[src/rtl/alu_ctrl_pkg.sv]
// Shared definitions for the bit-serial ALU sequencer: opcodes, FSM states
// and the opcode-to-cell-control mapping.
package alu_ctrl_pkg;

  localparam logic [2:0] OP_AND = 3'b000;
  localparam logic [2:0] OP_OR  = 3'b001;
  localparam logic [2:0] OP_ADD = 3'b010;
  localparam logic [2:0] OP_SUB = 3'b110;
  localparam logic [2:0] OP_SLT = 3'b111;

  localparam logic [1:0] CELL_AND = 2'b00;
  localparam logic [1:0] CELL_OR  = 2'b01;
  localparam logic [1:0] CELL_ADD = 2'b10;

  typedef enum logic [1:0] {
    IDLE = 2'd0,
    RUN  = 2'd1,
    DONE = 2'd2
  } state_e;

  typedef struct packed {
    logic       binvert;
    logic [1:0] cell_op;
  } cell_ctrl_t;

  // Unused encodings fold onto ADD (011) or SUB (100, 101); logic ops never invert B.
  function automatic cell_ctrl_t map_op(input logic [2:0] op);
    cell_ctrl_t c;
    c.binvert = 1'b0;
    c.cell_op = CELL_ADD;
    case (op)
      OP_AND:         c.cell_op = CELL_AND;
      OP_OR:          c.cell_op = CELL_OR;
      OP_ADD, 3'b011: c.cell_op = CELL_ADD;
      default: begin
        c.binvert = 1'b1;
        c.cell_op = CELL_ADD;
      end
    endcase
    return c;
  endfunction

endpackage

[src/rtl/alu_1bit.sv]
// One-bit ALU cell: AND, OR and full-add with optional B inversion.
module alu_1bit
  import alu_ctrl_pkg::*;
(
  input  logic       a_i,
  input  logic       b_i,
  input  logic       binvert_i,
  input  logic       carry_i,
  input  logic [1:0] operation_i,
  output logic       result_o,
  output logic       carry_o
);

  logic b_eff_s;

  assign b_eff_s = b_i ^ binvert_i;
  assign carry_o = (a_i & b_eff_s) | (a_i & carry_i) | (b_eff_s & carry_i);

  // Result mux; logic ops see the raw B bit.
  always_comb begin
    result_o = 1'b0;
    case (operation_i)
      CELL_AND: result_o = a_i & b_i;
      CELL_OR:  result_o = a_i | b_i;
      CELL_ADD: result_o = a_i ^ b_eff_s ^ carry_i;
      default:  result_o = 1'b0;
    endcase
  end

endmodule

[src/rtl/alu_serial_ctrl.sv]
// Bit-serial WIDTH-bit ALU: one alu_1bit cell driven LSB first, carry held in
// a register, result and flags registered when the MSB is processed.
module alu_serial_ctrl
  import alu_ctrl_pkg::*;
#(
  parameter int WIDTH = 8
) (
  input  logic             clk,
  input  logic             rst_n,
  input  logic             start,
  input  logic [2:0]       op,
  input  logic [WIDTH-1:0] a,
  input  logic [WIDTH-1:0] b,
  output logic             ready,
  output logic             busy,
  output logic             done,
  output logic [WIDTH-1:0] result,
  output logic             zero,
  output logic             carry_out,
  output logic             overflow
);

  localparam int CW = (WIDTH > 2) ? $clog2(WIDTH) : 1;
  localparam logic [CW-1:0] LAST = CW'(WIDTH - 1);

  state_e           state_q, state_d;
  logic [CW-1:0]    cnt_q, cnt_d;
  logic [WIDTH-1:0] a_sh_q, a_sh_d, b_sh_q, b_sh_d, res_sh_q, res_sh_d;
  logic [2:0]       op_q, op_d;
  logic             carry_q, carry_d;
  logic             ready_q, ready_d, busy_q, busy_d, done_q, done_d;
  logic [WIDTH-1:0] result_q, result_d;
  logic             zero_q, zero_d, cout_q, cout_d, ovf_q, ovf_d;

  cell_ctrl_t       ctrl_s;
  logic             cell_res_s, cell_co_s, ovf_s;
  logic [WIDTH-1:0] final_s;

  assign ctrl_s = map_op(op_q);

  alu_1bit u_cell (
    .a_i         (a_sh_q[0]),
    .b_i         (b_sh_q[0]),
    .binvert_i   (ctrl_s.binvert),
    .carry_i     (carry_q),
    .operation_i (ctrl_s.cell_op),
    .result_o    (cell_res_s),
    .carry_o     (cell_co_s)
  );

  // Full result as it will stand after this bit, and overflow from the MSB carries.
  assign final_s = {cell_res_s, res_sh_q[WIDTH-1:1]};
  assign ovf_s   = carry_q ^ cell_co_s;

  // Next-state, datapath and output computation.
  always_comb begin
    state_d  = state_q;
    cnt_d    = cnt_q;
    a_sh_d   = a_sh_q;
    b_sh_d   = b_sh_q;
    res_sh_d = res_sh_q;
    op_d     = op_q;
    carry_d  = carry_q;
    done_d   = 1'b0;
    result_d = result_q;
    zero_d   = zero_q;
    cout_d   = cout_q;
    ovf_d    = ovf_q;
    case (state_q)
      IDLE, DONE: begin
        if (start) begin
          a_sh_d  = a;
          b_sh_d  = b;
          op_d    = op;
          carry_d = map_op(op).binvert;
          cnt_d   = {CW{1'b0}};
          state_d = RUN;
        end else begin
          state_d = IDLE;
        end
      end
      RUN: begin
        a_sh_d   = {1'b0, a_sh_q[WIDTH-1:1]};
        b_sh_d   = {1'b0, b_sh_q[WIDTH-1:1]};
        res_sh_d = final_s;
        carry_d  = cell_co_s;
        cnt_d    = cnt_q + CW'(1);
        if (cnt_q == LAST) begin
          state_d = DONE;
          done_d  = 1'b1;
          if (ctrl_s.cell_op != CELL_ADD) begin
            result_d = final_s;
            cout_d   = 1'b0;
            ovf_d    = 1'b0;
          end else if (op_q == OP_SLT) begin
            result_d = {{(WIDTH-1){1'b0}}, final_s[WIDTH-1] ^ ovf_s};
            cout_d   = cell_co_s;
            ovf_d    = ovf_s;
          end else begin
            result_d = final_s;
            cout_d   = cell_co_s;
            ovf_d    = ovf_s;
          end
          zero_d = (result_d == {WIDTH{1'b0}});
        end else begin
          state_d = RUN;
        end
      end
      default: state_d = IDLE;
    endcase
    ready_d = (state_d != RUN);
    busy_d  = (state_d == RUN);
  end

  // State and output registers with synchronous reset.
  always_ff @(posedge clk) begin
    if (!rst_n) begin
      state_q  <= IDLE;
      cnt_q    <= {CW{1'b0}};
      a_sh_q   <= {WIDTH{1'b0}};
      b_sh_q   <= {WIDTH{1'b0}};
      res_sh_q <= {WIDTH{1'b0}};
      op_q     <= 3'b000;
      carry_q  <= 1'b0;
      ready_q  <= 1'b1;
      busy_q   <= 1'b0;
      done_q   <= 1'b0;
      result_q <= {WIDTH{1'b0}};
      zero_q   <= 1'b0;
      cout_q   <= 1'b0;
      ovf_q    <= 1'b0;
    end else begin
      state_q  <= state_d;
      cnt_q    <= cnt_d;
      a_sh_q   <= a_sh_d;
      b_sh_q   <= b_sh_d;
      res_sh_q <= res_sh_d;
      op_q     <= op_d;
      carry_q  <= carry_d;
      ready_q  <= ready_d;
      busy_q   <= busy_d;
      done_q   <= done_d;
      result_q <= result_d;
      zero_q   <= zero_d;
      cout_q   <= cout_d;
      ovf_q    <= ovf_d;
    end
  end

  assign ready     = ready_q;
  assign busy      = busy_q;
  assign done      = done_q;
  assign result    = result_q;
  assign zero      = zero_q;
  assign carry_out = cout_q;
  assign overflow  = ovf_q;

endmodule

[config.mk]
export PLATFORM = sky130hd
export DESIGN_NAME = alu_serial_ctrl
export DESIGN_NICKNAME = d
export VERILOG_FILES = /design/src/rtl/alu_ctrl_pkg.sv /design/src/rtl/alu_1bit.sv /design/src/rtl/alu_serial_ctrl.sv
export SDC_FILE = /design/constraint.sdc
export NUM_CORES = 1
export LEC_CHECK = 0
export BUFFER_PORTS_ARGS = -buffer_cell sky130_fd_sc_hd__buf_2
export CAP_MARGIN = 5
export CORE_AREA = 2 2 62 64
export CTS_CLUSTER_DIAMETER = 50
export DETAILED_ROUTE_END_ITERATION = 8
export DIE_AREA = 0 0 64 66
export GPL_TIMING_DRIVEN = 0
export PLACE_DENSITY = 0.92
export SETUP_SLACK_MARGIN = 0.05
export SLEW_MARGIN = 5
export SYNTH_ARGS = -nofsm -noshare
export SYNTH_HDL_FRONTEND = slang
export SYNTH_SLANG_ARGS = --single-unit
[constraint.sdc]
create_clock -name clk -period 4.76 [get_ports clk]
set_input_delay 0.476 -clock clk [delete_from_list [all_inputs] [get_ports clk]]
set_output_delay 0.476 -clock clk [all_outputs]
set_load 0.01 [all_outputs]
==> qor.log, run 1 <==
qor: logic_synthesis.synthArstFlopShare 0
qor: clocking.post_cts.resized_instances 0
qor: critical_path.cpPeakStageDelay 610 ps
qor: final_layout.finalCoreUtilization 0.652
qor: critical_path.crit_chain xor2_1 > fa_1 > a21bo_2 > a21oi_2 > a21boi_2 > a32o_1
qor: die.dieWidth 64 um
qor: place.placement.io_buffers 35
qor: sta.unrepaired_setup_endpoints_after_global_routing no
qor: global_routing.grt_pass1_wl 6530 um
qor: drt.detail_route.wirelength 3910 um
qor: final_layout.final_net_count 266
qor: critical_path.crit_path_end_kind register
qor: clocking.buffer_levels_on_the_longest_clock_path 2
qor: die.placementRows 22
qor: clocking.clock_network_latency_to_the_later_pin_of_the_worst_skew_pair 360 ps
qor: logic_synthesis.synthesis.instances 199
qor: sta.fmax 501 MHz
qor: logic_synthesis.postSynthNetCount 224
qor: final_layout.final.fill_count 305
qor: drt.drt_pre_antenna_iters 4
qor: die.number_of_primary_i_o_pins 36
qor: run_status.outcome finished clean
qor: logic_synthesis.average_footprint_of_a_synthesized_cell 10.0 um^2
qor: logic_synthesis.post_synth_num_cell_types 40
qor: die.design.die.area 4220 um^2
qor: sta.postLayoutSetupSlackWorst 2760 ps
qor: pwr.static-leakage-power 0.00110 uW
qor: die.core_area 3550 um^2
qor: logic_synthesis.synth_flop_type sky130_fd_sc_hd__dfxtp_1
qor: sta.timing.final.hold_violations 0
qor: final_layout.mostFrequentLayoutCell sky130_fd_sc_hd__dfxtp_1
qor: final_layout.n_antenna_cell 0
qor: drt.routed_via_density 5.41
qor: final_layout.mostFrequentLayoutCells sky130_fd_sc_hd__dfxtp_1 (46), sky130_fd_sc_hd__buf_2 (38), sky130_fd_sc_hd__nand2_1 (29), sky130_fd_sc_hd__mux2i_1 (18), sky130_fd_sc_hd__nor2b_1 (17)
qor: pwr.power 774 uW
qor: critical_path.timing.critical_path.required 5020 ps
qor: sta.layout_worst_path_cycle_share 0.419
qor: drt.ant_nets 0
qor: sta.fin_worst_skew 10.4 ps
qor: clocking.worst_setup_hold_path_clk_slew 130 ps
qor: run.max_cap_violations 0
qor: drt.met3_length 184 um
qor: die.die_y 66 um
qor: drt.drc_errors 0
qor: drt.dr.max_layer_used met4
qor: die.initial_core_util 0.563
qor: drt.overall_via_count_from_detail_route 1,564
qor: final_layout.area_growth_syn_to_layout 15.8%
qor: critical_path.crit_path_max_fanout 5
qor: drt.wirelength_met1 1750 um
qor: clocking.postCtsSetupRepairBufs 0
qor: min_path.min_from op[1]
qor: sta.slew_violations 0
qor: critical_path.crit-reg2reg-capture zero
qor: global_routing.grt_overflow 0
qor: sta.timing.final.crit_period 2000 ps
qor: sta.setup_tns 0 ps
qor: clocking.numCtsBuffers 5
qor: logic_synthesis.synth_enable_flop_cells 0
qor: critical_path.critPathSlowestCell sky130_fd_sc_hd__fa_1
qor: global_routing.global_route.usage.total 0.201
qor: logic_synthesis.synth-seq-cells 46
qor: pwr.powerDensity 334 nW/um^2
qor: min_path.hold_path_end op_q[1]
qor: sta.setup_violations 0
qor: place.detailedPlace.worstSlack 2820 ps
qor: drt.avgRoutedWirePerCell 13.5 um
qor: clocking.cts_tree done
qor: critical_path.regToRegSetupSlack 2760 ps
qor: place.gp_routability_congestion 0.894
qor: critical_path.worstSetupStartpointType register
qor: min_path.timing.hold.worst_path_depth 3
qor: sta.timing.max_slew.rel_slack 0.700
qor: final_layout.layout-drive-gt1-share 0.241
qor: global_routing.pin_count_of_the_biggest_net_entering_global_routing 14
qor: drt.wl_met2 1900 um
qor: logic_synthesis.yosys_warnings 0
qor: logic_synthesis.synth_seq_area_share 0.461
qor: global_routing.via_count_of_the_first_global_routing_pass 1,488
qor: clocking.clock_tree.root_cell sky130_fd_sc_hd__clkbuf_4
qor: clocking.cts_hold_buffers 0
qor: critical_path.critPathKind reg -> reg
qor: place.dp_hpwl 2800 um
qor: critical_path.reg2regPathDepth 6
qor: critical_path.arrival_time_at_the_worst_endpoint 2260 ps
qor: pwr.irDropWorstVdd 0.000219 V
qor: logic_synthesis.synth.cell_area 2000 um^2
qor: clocking.cts_htree_levels 2
qor: drt.1st_iter_drt_viols 132
qor: global_routing.antenna_found_initial 0
qor: min_path.holdCritPathClass in -> reg
qor: sta.worstMarginPinSlew 450 ps
qor: critical_path.reg2reg_from op_q[2]
qor: clocking.clock_sinks 46
==> state kept, by name (all words and copies together) (netlist names) <==
register / flops
overflow: 1
carry_out: 1
ready: 1
a_sh_q: 8
cnt_q: 3
b_sh_q: 8
carry_q: 1
state_q: 2
op_q: 3
busy: 1
res_sh_q: 7
done: 1
zero: 1
result: 8
==> cell families (layout without fill, tap and decap cells) <==
kind of cell | count (synthesis) | after routing | synth area share
DFF | 46 | 46 | 0.461
muxes | 18 | 18 | 0.0902
buffers and inverters | 15 | 57 | 0.0513
xor gates and xnor gates | 3 | 3 | 0.0132
AOI/OAI and AO/OA | 48 | 48 | 0.192
and+or+nand+nor | 66 | 66 | 0.170
adders and majority gates | 3 | 3 | 0.0225
==> worst max path at each step <==
stage	start	endpoint	slack, ps	depth (start not counted)
CTS	op_q[2]	zero	2740	6
floorplan	op_q[2]	zero	2930	6
global route	op_q[2]	zero	2680	6
detailed placement	op_q[2]	zero	2820	6
finish	op_q[2]	zero	2760	6
global placement	op_q[2]	zero	2850	6
==> through the flow <==
| stage | area [um^2] | cells | hold slack (ps) |
|---|---|---|---|
| 5_1_grt | 2310 | 289 | 395 |
| 2_1_floorplan | 2000 | 199 | 456 |
| 3_5_place_dp | 2230 | 282 | 450 |
| 6_report | 2310 | 289 | 375 |
| 3_3_place_gp | 2230 | 282 | 440 |
| 4_1_cts | 2310 | 289 | 372 |
==> final cells by class <==
cell class | instances | area [um^2] | area share
Tap cell | 48 | 60.1 | 0.0259
Buffer | 13 | 95.1 | 0.0411
Clock inverter | 1 | 30.0 | 0.0130
Timing Repair Buffer | 35 | 175 | 0.0757
Clock buffer | 6 | 51.3 | 0.0222
Multi-Input combinational cell | 138 | 975 | 0.421
Sequential cell | 46 | 921 | 0.398
Inverter | 2 | 7.51 | 0.00324
==> synth_stat cells (2+ instances only) <==
master | number | area (um^2)
sky130_fd_sc_hd__buf_4 | 2 | 15.0
sky130_fd_sc_hd__o21ai_0 | 2 | 10.0
sky130_fd_sc_hd__nor2b_1 | 17 | 106
sky130_fd_sc_hd__a21oi_1 | 5 | 25.0
sky130_fd_sc_hd__dfxtp_1 | 46 | 921
sky130_fd_sc_hd__ha_1 | 2 | 25.0
sky130_fd_sc_hd__buf_2 | 3 | 15.0
sky130_fd_sc_hd__a21boi_0 | 7 | 52.6
sky130_fd_sc_hd__nor2_1 | 4 | 15.0
sky130_fd_sc_hd__o21ai_1 | 2 | 10.0
sky130_fd_sc_hd__inv_1 | 2 | 7.51
sky130_fd_sc_hd__clkbuf_1 | 5 | 18.8
sky130_fd_sc_hd__nor3_1 | 2 | 10.0
sky130_fd_sc_hd__a22oi_1 | 11 | 82.6
sky130_fd_sc_hd__xnor2_1 | 2 | 17.5
sky130_fd_sc_hd__nand2_1 | 29 | 109
sky130_fd_sc_hd__mux2i_1 | 18 | 180
sky130_fd_sc_hd__a21boi_1 | 2 | 15.0
sky130_fd_sc_hd__o211a_1 | 14 | 140
sky130_fd_sc_hd__nor2b_2 | 2 | 17.5
sky130_fd_sc_hd__nand3_1 | 3 | 15.0
==> critical path: cells and delay by family (launching register included) <==
kind | cells | cell delay, ps
AOI/OAI and AO/OA | 4 | 710
adders and majority gates | 1 | 610
DFF | 1 | 450
xor gates and xnor gates | 1 | 120
==> report_power, final <==
part / internal, uW / switching (uW) / total (uW)
clock: 122 / 115 / 238
sequential: 404 / 13.9 / 418
combinational: 58.8 / 59.2 / 118
==> per-layer routing <==
metal,up-vias,global-route usage
li1,778,-
met1,742,0.238
met2,36,0.339
met3,8,0.0630
met4,0,0.0815
met5,-,0
No activity file was read; power rests on OpenSTA's default activity.
==> run 2, diff against run 1 <==
--- a/config.mk
+++ b/config.mk
@@ -5,6 +5,7 @@
 export SDC_FILE = /design/constraint.sdc
 export NUM_CORES = 1
 export LEC_CHECK = 0
+export ABC_AREA = 1
 export BUFFER_PORTS_ARGS = -buffer_cell sky130_fd_sc_hd__buf_2
 export CAP_MARGIN = 5
 export CORE_AREA = 2 2 62 64
@@ -12,7 +13,7 @@
 export DETAILED_ROUTE_END_ITERATION = 8
 export DIE_AREA = 0 0 64 66
 export GPL_TIMING_DRIVEN = 0
-export PLACE_DENSITY = 0.92
+export PLACE_DENSITY = 0.88
 export SETUP_SLACK_MARGIN = 0.05
 export SLEW_MARGIN = 5
 export SYNTH_ARGS = -nofsm -noshare
==> constraint.sdc (replaced) <==
create_clock -name clk -period 1.95 [get_ports clk]
set_input_delay 0.195 -clock clk [delete_from_list [all_inputs] [get_ports clk]]
set_output_delay 0.195 -clock clk [all_outputs]
set_load 0.01 [all_outputs]
==> qor.log, run 2 <==
qor: run_status.outcome finished clean
qor: min_path.min_from a[0]
qor: logic_synthesis.synth.cell_area 1880 um^2 [-6.1%]
qor: clocking.postCtsSetupRepairBufs 0 [unchanged]
qor: place.placed_cells 312 [+11%]
qor: clocking.numCtsBuffers 5 [unchanged]
qor: die.die_y 66 um [unchanged]
qor: drt.drc_errors 0 [unchanged]
qor: die.initial_core_util 0.528 [-0.0345]
qor: drt.avgRoutedWirePerCell 12.0 um [-11%]
qor: min_path.holdCritPathClass in -> reg
qor: final_layout.mostFrequentLayoutCell sky130_fd_sc_hd__dfxtp_1
qor: place.dp_hpwl 2780 um [-0.67%]
qor: critical_path.arrival_time_at_the_worst_endpoint 2070 ps [-190 ps]
qor: logic_synthesis.post_synth_num_cell_types 25 [-38%]
qor: clocking.cts_tree done
qor: final_layout.final_design_area_no_fill 2160 um^2 [-6.5%]
qor: global_routing.global_route.usage.total 0.198 [-0.00308]
qor: clocking.clock_sinks 46 [unchanged]
qor: global_routing.grt_overflow 0 [unchanged]
qor: global_routing.pin_count_of_the_biggest_net_entering_global_routing 13 [-1]
qor: sta.setup_violations 0 [unchanged]
qor: sta.worstMarginPinSlew 478 ps [+28.5 ps]
qor: logic_synthesis.synth_seq_area_share 0.491 [+0.0301]
qor: sta.unrepaired_setup_endpoints_after_global_routing no
qor: clocking.clock_network_latency_to_the_later_pin_of_the_worst_skew_pair 360 ps [about the same]
qor: final_layout.stdcell_count 319 [+10%]
qor: logic_synthesis.yosys_warnings 0 [unchanged]
qor: critical_path.crit-reg2reg-capture zero
qor: final_layout.mostFrequentLayoutCells sky130_fd_sc_hd__dfxtp_1 (45), sky130_fd_sc_hd__buf_2 (40), sky130_fd_sc_hd__nor2_1 (35), sky130_fd_sc_hd__nand2_1 (33), sky130_fd_sc_hd__o21ai_0 (21)
qor: critical_path.critPathKind reg -> reg
qor: critical_path.regToRegSetupSlack 190 ps [-2570 ps]
qor: final_layout.n_antenna_cell 0 [unchanged]
qor: sta.fin_worst_skew 11.7 ps [+1.30 ps]
qor: logic_synthesis.synth-seq-cells 46 [unchanged]
qor: global_routing.gr-max-usage-layer met2
qor: global_routing.grt_util_met1 0.261 [+0.0230]
qor: logic_synthesis.synth_top_area_share 0.491 [+0.0301]
qor: critical_path.timing.critical_path.required 2250 ps [-2770 ps]
qor: logic_synthesis.synth_flop_type sky130_fd_sc_hd__dfxtp_1
qor: drt.ant_nets 0 [unchanged]
qor: logic_synthesis.synthesis.instances 229 [+15%]
qor: drt.detail_route.wirelength 3830 um [-2.3%]
qor: clocking.clock_tree.root_cell sky130_fd_sc_hd__clkbuf_4
qor: clocking.buffer_levels_on_the_longest_clock_path 2 [unchanged]
qor: place.post_dp_cell_area 2110 um^2 [-5.5%]
qor: clocking.cts_htree_levels 2 [unchanged]
qor: final_layout.area_growth_syn_to_layout 15.4%
qor: die.design.die.area 4220 um^2 [unchanged]
qor: pwr.irDropWorstVdd 0.000514 V [+130%]
qor: critical_path.crit_path_max_fanout 4 [-1]
qor: logic_synthesis.synthMostInstantiatedCell sky130_fd_sc_hd__dfxtp_1
qor: sta.timing.final.crit_period 1760 ps [-235 ps]
qor: global_routing.grt_pass1_wl 6420 um [-1.6%]
qor: logic_synthesis.ys_top_cells_by_area sky130_fd_sc_hd__dfxtp_1 (49%), sky130_fd_sc_hd__nor2_1 (7.0%), sky130_fd_sc_hd__nand2_1 (6.6%), sky130_fd_sc_hd__o221ai_1 (6.1%), sky130_fd_sc_hd__o21ai_0 (5.6%)
qor: critical_path.worstSetupStartpointType register
qor: die.placementRows 22 [unchanged]
qor: sta.fmax 568 MHz [+13%]
qor: final_layout.layout-drive-gt1-share 0.214 [-0.0266]
qor: global_routing.antenna_found_initial 0 [unchanged]
qor: min_path.timing.hold.worst_path_depth 3 [unchanged]
qor: clocking.post_cts.resized_instances 0 [unchanged]
qor: sta.layout_worst_path_cycle_share 0.903 [+0.484]
qor: logic_synthesis.synthArstFlopShare 0 [unchanged]
qor: critical_path.reg2reg_from b_sh_q[0]
qor: die.dieWidth 64 um [unchanged]
qor: sta.timing.max_slew.rel_slack 0.681 [-0.0190]
qor: drt.1st_iter_drt_viols 76 [-42%]
qor: critical_path.reg2regPathDepth 8 [+2]
qor: logic_synthesis.netlist.top_cell.by_area sky130_fd_sc_hd__dfxtp_1
qor: logic_synthesis.postSynthNetCount 254 [+13%]
qor: die.core_area 3550 um^2 [unchanged]
qor: min_path.hold_path_end a_sh_q[0]
qor: logic_synthesis.average_footprint_of_a_synthesized_cell 8.19 um^2 [-18%]
qor: global_routing.via_count_of_the_first_global_routing_pass 1,419 [-4.6%]
qor: critical_path.crit_path_end_kind register
qor: place.placement.io_buffers 35 [unchanged]
qor: sta.timing.final.hold_violations 0 [unchanged]
qor: clocking.cts_hold_buffers 0 [unchanged]
qor: drt.drt_pre_antenna_iters 5 [+1]
qor: final_layout.final_net_count 296 [+11%]
qor: run.max_cap_violations 0 [unchanged]
qor: sta.setup_tns 0 ps [unchanged]
qor: drt.overall_via_count_from_detail_route 1,652 [+5.6%]
qor: global_routing.grt_use_met3 0.0511 [-0.0119]
qor: place.gp_routability_congestion 0.836 [-6.5%]
qor: global_routing.grtUsageMet2 0.320 [-0.0182]
qor: sta.slew_violations 0 [unchanged]
qor: clocking.worst_setup_hold_path_clk_slew 120 ps [about the same]
qor: pwr.powerDensity 791 nW/um^2 [+140%]
qor: logic_synthesis.synth_enable_flop_cells 0 [unchanged]
qor: drt.routed_via_density 5.18 [-4.3%]
qor: die.number_of_primary_i_o_pins 36 [unchanged]
qor: pwr.static-leakage-power 0.000994 uW [-10%]
qor: logic_synthesis.synth_commonest_cells sky130_fd_sc_hd__dfxtp_1 (46), sky130_fd_sc_hd__nor2_1 (35), sky130_fd_sc_hd__nand2_1 (33)
==> run 2: cell count changes in the layout (fill, tap and decap cells not counted), sizes merged, moves of 13 or more <==
| cell | previous run | this run |
|---|---|---|
| nor2b | 19 | 0 |
| o21ai | 4 | 21 |
| o211a | 14 | 0 |
| o221ai | 0 | 13 |
| inv | 2 | 16 |
| mux2i | 18 | 0 |
| nor2 | 5 | 38 |
==> run 2: layer usage <==
layer	share of wire	up-vias
met4	0.012	0
met2	0.47	47
li1	-	850
met1	0.46	751
met3	0.053	4
met5	0	-
==> run 2: kinds of logic after synthesis <==
family / Yosys count / synth area share
simple gates: 96 / 0.234
buf+inv: 28 / 0.0674
fa+ha+maj: 3 / 0.0240
xor+xnor: 2 / 0.00934
compound gates: 54 / 0.174
flops: 46 / 0.491
==> run 2: final cells by class <==
type	instances	area (um^2)
Buffer	12	66.3
Clock buffer	7	45.0
Fill cell	320	1390
Inverter	16	60.1
Multi-Input combinational cell	155	836
Sequential cell	46	922
Tap cell	48	60.1
Timing Repair Buffer	35	175
==> run 2: critical path, stage by stage (launching register included) <==
cell                      delay [ps]
sky130_fd_sc_hd__dfxtp_1         420
sky130_fd_sc_hd__xor2_2          170
sky130_fd_sc_hd__fa_1            420
sky130_fd_sc_hd__or2_1           270
sky130_fd_sc_hd__nand2_2         110
sky130_fd_sc_hd__nand2_1          70
sky130_fd_sc_hd__nand3_2          60
sky130_fd_sc_hd__nand3_1          90
sky130_fd_sc_hd__a21oi_2         110
==> run 2: stage by stage <==
step | hold WS [ps] | util | worst slack (ps) | total power, uW
3_5_place_dp | 434 | 0.594 | 142 | 1320
4_1_cts | 66.2 | 0.607 | 110 | 1710
6_report | 58.4 | 0.610 | 189 | 1710
5_1_grt | 59.3 | 0.610 | 76.5 | 1810
2_1_floorplan | 333 | - | 259 | 1240
3_3_place_gp | 426 | 0.594 | 192 | 1310
==> run 2: power breakdown <==
group	internal [uW]	switching [uW]
Sequential	1000	43.0
Clock	136	278
Combinational	100	154
Total	1240	475
==> run 2: worst max-delay path by stage <==
stage | end | depth (start not counted) | start
final | zero | 8 | b_sh_q[0]
after global routing | zero | 8 | op_q[2]
after floorplan | zero | 8 | op_q[2]
after global placement | result[0] | 9 | op_q[2]
after detailed placement | zero | 8 | op_q[2]
after CTS | zero | 8 | op_q[2]
==> run 3, diff against run 2 <==
--- a/config.mk
+++ b/config.mk
@@ -8,13 +8,13 @@
 export ABC_AREA = 1
 export BUFFER_PORTS_ARGS = -buffer_cell sky130_fd_sc_hd__buf_2
 export CAP_MARGIN = 5
-export CORE_AREA = 2 2 62 64
+export CORE_AREA = 2 2 74 55
 export CTS_CLUSTER_DIAMETER = 50
 export DETAILED_ROUTE_END_ITERATION = 8
-export DIE_AREA = 0 0 64 66
+export DIE_AREA = 0 0 76 57
 export GPL_TIMING_DRIVEN = 0
-export PLACE_DENSITY = 0.88
-export SETUP_SLACK_MARGIN = 0.05
+export PLACE_DENSITY = 0.87
+export SETUP_SLACK_MARGIN = 0.15
 export SLEW_MARGIN = 5
 export SYNTH_ARGS = -nofsm -noshare
 export SYNTH_HDL_FRONTEND = slang
==> qor.log, run 3 (synthesis results as in run 2) <==
qor: place.gp_routability_congestion 0.819 [-2.0%]
qor: global_routing.antenna_found_initial 0 [unchanged]
qor: critical_path.reg2reg_from b_sh_q[0]
qor: clocking.cts_tree done
qor: critical_path.arrival_time_at_the_worst_endpoint 1920 ps [-150 ps]
qor: critical_path.timing.critical_path.required 2170 ps [-80 ps]
qor: critical_path.regToRegSetupSlack 240 ps [+50 ps]
qor: pwr.powerDensity 854 nW/um^2 [+7.9%]
qor: drt.routed_via_density 5.11 [-1.4%]
qor: die.placementRows 19 [-14%]
qor: critical_path.critical-path-top-delay-family simple AND/OR/NAND/NOR gates
qor: clocking.numCtsBuffers 5 [unchanged]
qor: pwr.irDropWorstVdd 0.000525 V [+2.2%]
qor: clocking.clock_tree.root_cell sky130_fd_sc_hd__clkbuf_8
qor: pwr.static-leakage-power 0.00102 uW [+2.9%]
qor: sta.setup_tns 0 ps [unchanged]
qor: global_routing.grt_overflow 0 [unchanged]
qor: clocking.clock_network_latency_to_the_later_pin_of_the_worst_skew_pair 310 ps [-50 ps]
qor: sta.worstMarginPinSlew 485 ps [+6.12 ps]
qor: final_layout.n_antenna_cell 0 [unchanged]
qor: critical_path.crit_path_max_fanout 4 [unchanged]
qor: critical_path.reg2regPathDepth 9 [+1]
qor: sta.slew_violations 0 [unchanged]
qor: drt.detail_route.wirelength 4100 um [+7.1%]
qor: die.design.die.area 4330 um^2 [+2.6%]
qor: critical_path.cpPeakStageDelay 420 ps [about the same]
qor: clocking.buffer_levels_on_the_longest_clock_path 2 [unchanged]
qor: drt.drc_errors 0 [unchanged]
qor: sta.setup_violations 0 [unchanged]
qor: critical_path.crit_path_end result[0]
qor: sta.fmax 586 MHz [+3.2%]
qor: global_routing.via_count_of_the_first_global_routing_pass 1,480 [+4.3%]
qor: sta.fin_worst_skew 4.71 ps [-7.00 ps]
qor: die.dieWidth 76 um [+19%]
qor: critical_path.critical_path_stages 9 [+1]
qor: global_routing.grt_pass1_wl 6710 um [+4.5%]
qor: final_layout.final_net_count 297 [+0.34%]
qor: place.dp_hpwl 2900 um [+4.2%]
qor: critical_path.cp_num_buf_inv 1 [+1]
qor: die.initial_core_util 0.509 [-0.0192]
qor: sta.layout_worst_path_cycle_share 0.875 [-0.0278]
qor: drt.avgRoutedWirePerCell 12.6 um [+5.1%]
qor: final_layout.mostFrequentLayoutCells sky130_fd_sc_hd__dfxtp_1 (44), sky130_fd_sc_hd__buf_2 (40), sky130_fd_sc_hd__nor2_1 (35), sky130_fd_sc_hd__nand2_1 (33), sky130_fd_sc_hd__o21ai_0 (21)
qor: drt.ant_nets 0 [unchanged]
qor: sta.timing.max_slew.rel_slack 0.677 [-0.00408]
qor: die.die_y 57 um [-14%]
qor: sta.timing.final.crit_period 1710 ps [-54.3 ps]
qor: global_routing.global_route.usage.total 0.197 [-0.00157]
qor: final_layout.finalCoreUtilization 0.610 [about the same]
qor: critical_path.crit_path_end_kind register
qor: die.core_area 3680 um^2 [+3.8%]
qor: min_path.timing.hold.worst_path_depth 3 [unchanged]
qor: clocking.worst_setup_hold_path_clk_slew 80 ps [-40 ps]
qor: final_layout.mostFrequentLayoutCell sky130_fd_sc_hd__dfxtp_1
qor: global_routing.pin_count_of_the_biggest_net_entering_global_routing 14 [+1]
qor: sta.unrepaired_setup_endpoints_after_global_routing no
qor: drt.drt_pre_antenna_iters 4 [-1]
qor: critical_path.worstSetupStartpointType register
qor: critical_path.timing.critical_path.from b_sh_q[0]
qor: die.number_of_primary_i_o_pins 36 [unchanged]
qor: min_path.holdCritPathClass in -> reg
qor: place.placement.io_buffers 35 [unchanged]
qor: drt.overall_via_count_from_detail_route 1,660 [+0.48%]
qor: clocking.cts_htree_levels 2 [unchanged]
qor: critical_path.critPathSlowestCell sky130_fd_sc_hd__fa_1
qor: drt.1st_iter_drt_viols 59 [-22%]
qor: clocking.clock_sinks 46 [unchanged]
qor: sta.timing.final.hold_violations 0 [unchanged]
qor: final_layout.layout-drive-gt1-share 0.238 [+0.0241]
qor: critical_path.crit_chain xor2_2 > fa_1 > or2_1 > nand2_2 > nand2_1 > nand3_2 > nand3_2 > nand2_1 > inv_1
qor: run.max_cap_violations 0 [unchanged]
qor: critical_path.critPathKind reg -> reg
qor: run_status.outcome finished clean
qor: final_layout.area_growth_syn_to_layout 19.8%
qor: critical_path.crit-reg2reg-capture result[0]
run 3: changes by cell type in the layout (fill, tap and decap cells not counted), moves of 2 or more:
cell,change
sky130_fd_sc_hd__clkbuf_8,+6
sky130_fd_sc_hd__clkbuf_4,-5
sky130_fd_sc_hd__dfxtp_4,+2
sky130_fd_sc_hd__nand3_1,-2
sky130_fd_sc_hd__nand3_2,+2
run 3: worst min-delay path by stage:
stage | from | end | slack, ps
global route | b[1] | b_sh_q[1] | 130
CTS | b[3] | b_sh_q[3] | 110
global placement | a[2] | a_sh_q[2] | 420
floorplan | rst_n | b_sh_q[0] | 330
detailed placement | b[3] | b_sh_q[3] | 430
finish | b[3] | b_sh_q[3] | 110
run 3: per-stage QoR:
step / hold WS (ps) / area (um^2) / total power, uW / setup WS, ps / std cells
after detailed placement: 431 / 2120 / 1320 / 163 / 316
after CTS: 113 / 2210 / 1910 / 165 / 324
after floorplan: 333 / 1880 / 1240 / 259 / 229
final: 113 / 2250 / 1920 / 243 / 325
after global placement: 424 / 2120 / 1310 / 187 / 316
after global routing: 134 / 2250 / 1990 / 156 / 325
run 3: per-layer routing:
| metal | vias up | global-route usage | wire length, um |
|---|---|---|---|
| li1 | 847 | - | - |
| met1 | 769 | 0.274 | 2050 |
| met2 | 36 | 0.295 | 1770 |
| met3 | 8 | 0.0491 | 203 |
| met4 | 0 | 0.0857 | 66 |
| met5 | - | 0 | 0 |
run 3: report_power, final:
group / switching (uW) / total (uW) / internal (uW) / leakage, uW
combinational: 160 / 267 / 107 / 0.000596
clock: 321 / 607 / 286 / 0.0000482
sequential: 45.0 / 1040 / 1000 / 0.000379
total: 526 / 1920 / 1390 / 0.00102
run 3: area by class of cell:
cell class	count	area [um^2]
multi-input cells	155	853
repair buffers	36	183
plain buffers	12	66.3
clock inverters	1	5.00
well taps	52	65.1
inverters	16	60.1
clock buffers	7	86.3
flip-flops and latches	46	928
fillers	333	1440
run 3: worst min-delay path: cells and delay by family:
family	cells	cell delay, ps
buf+inv	1	70
simple gates	2	120
run 3: timing repair:
action,4_1_cts,5_1_grt
hold buffers,0,0
endpoints found under the setup margin,2,3
buffers inserted,0,1
pin swaps,0,4
resized for setup,1,7
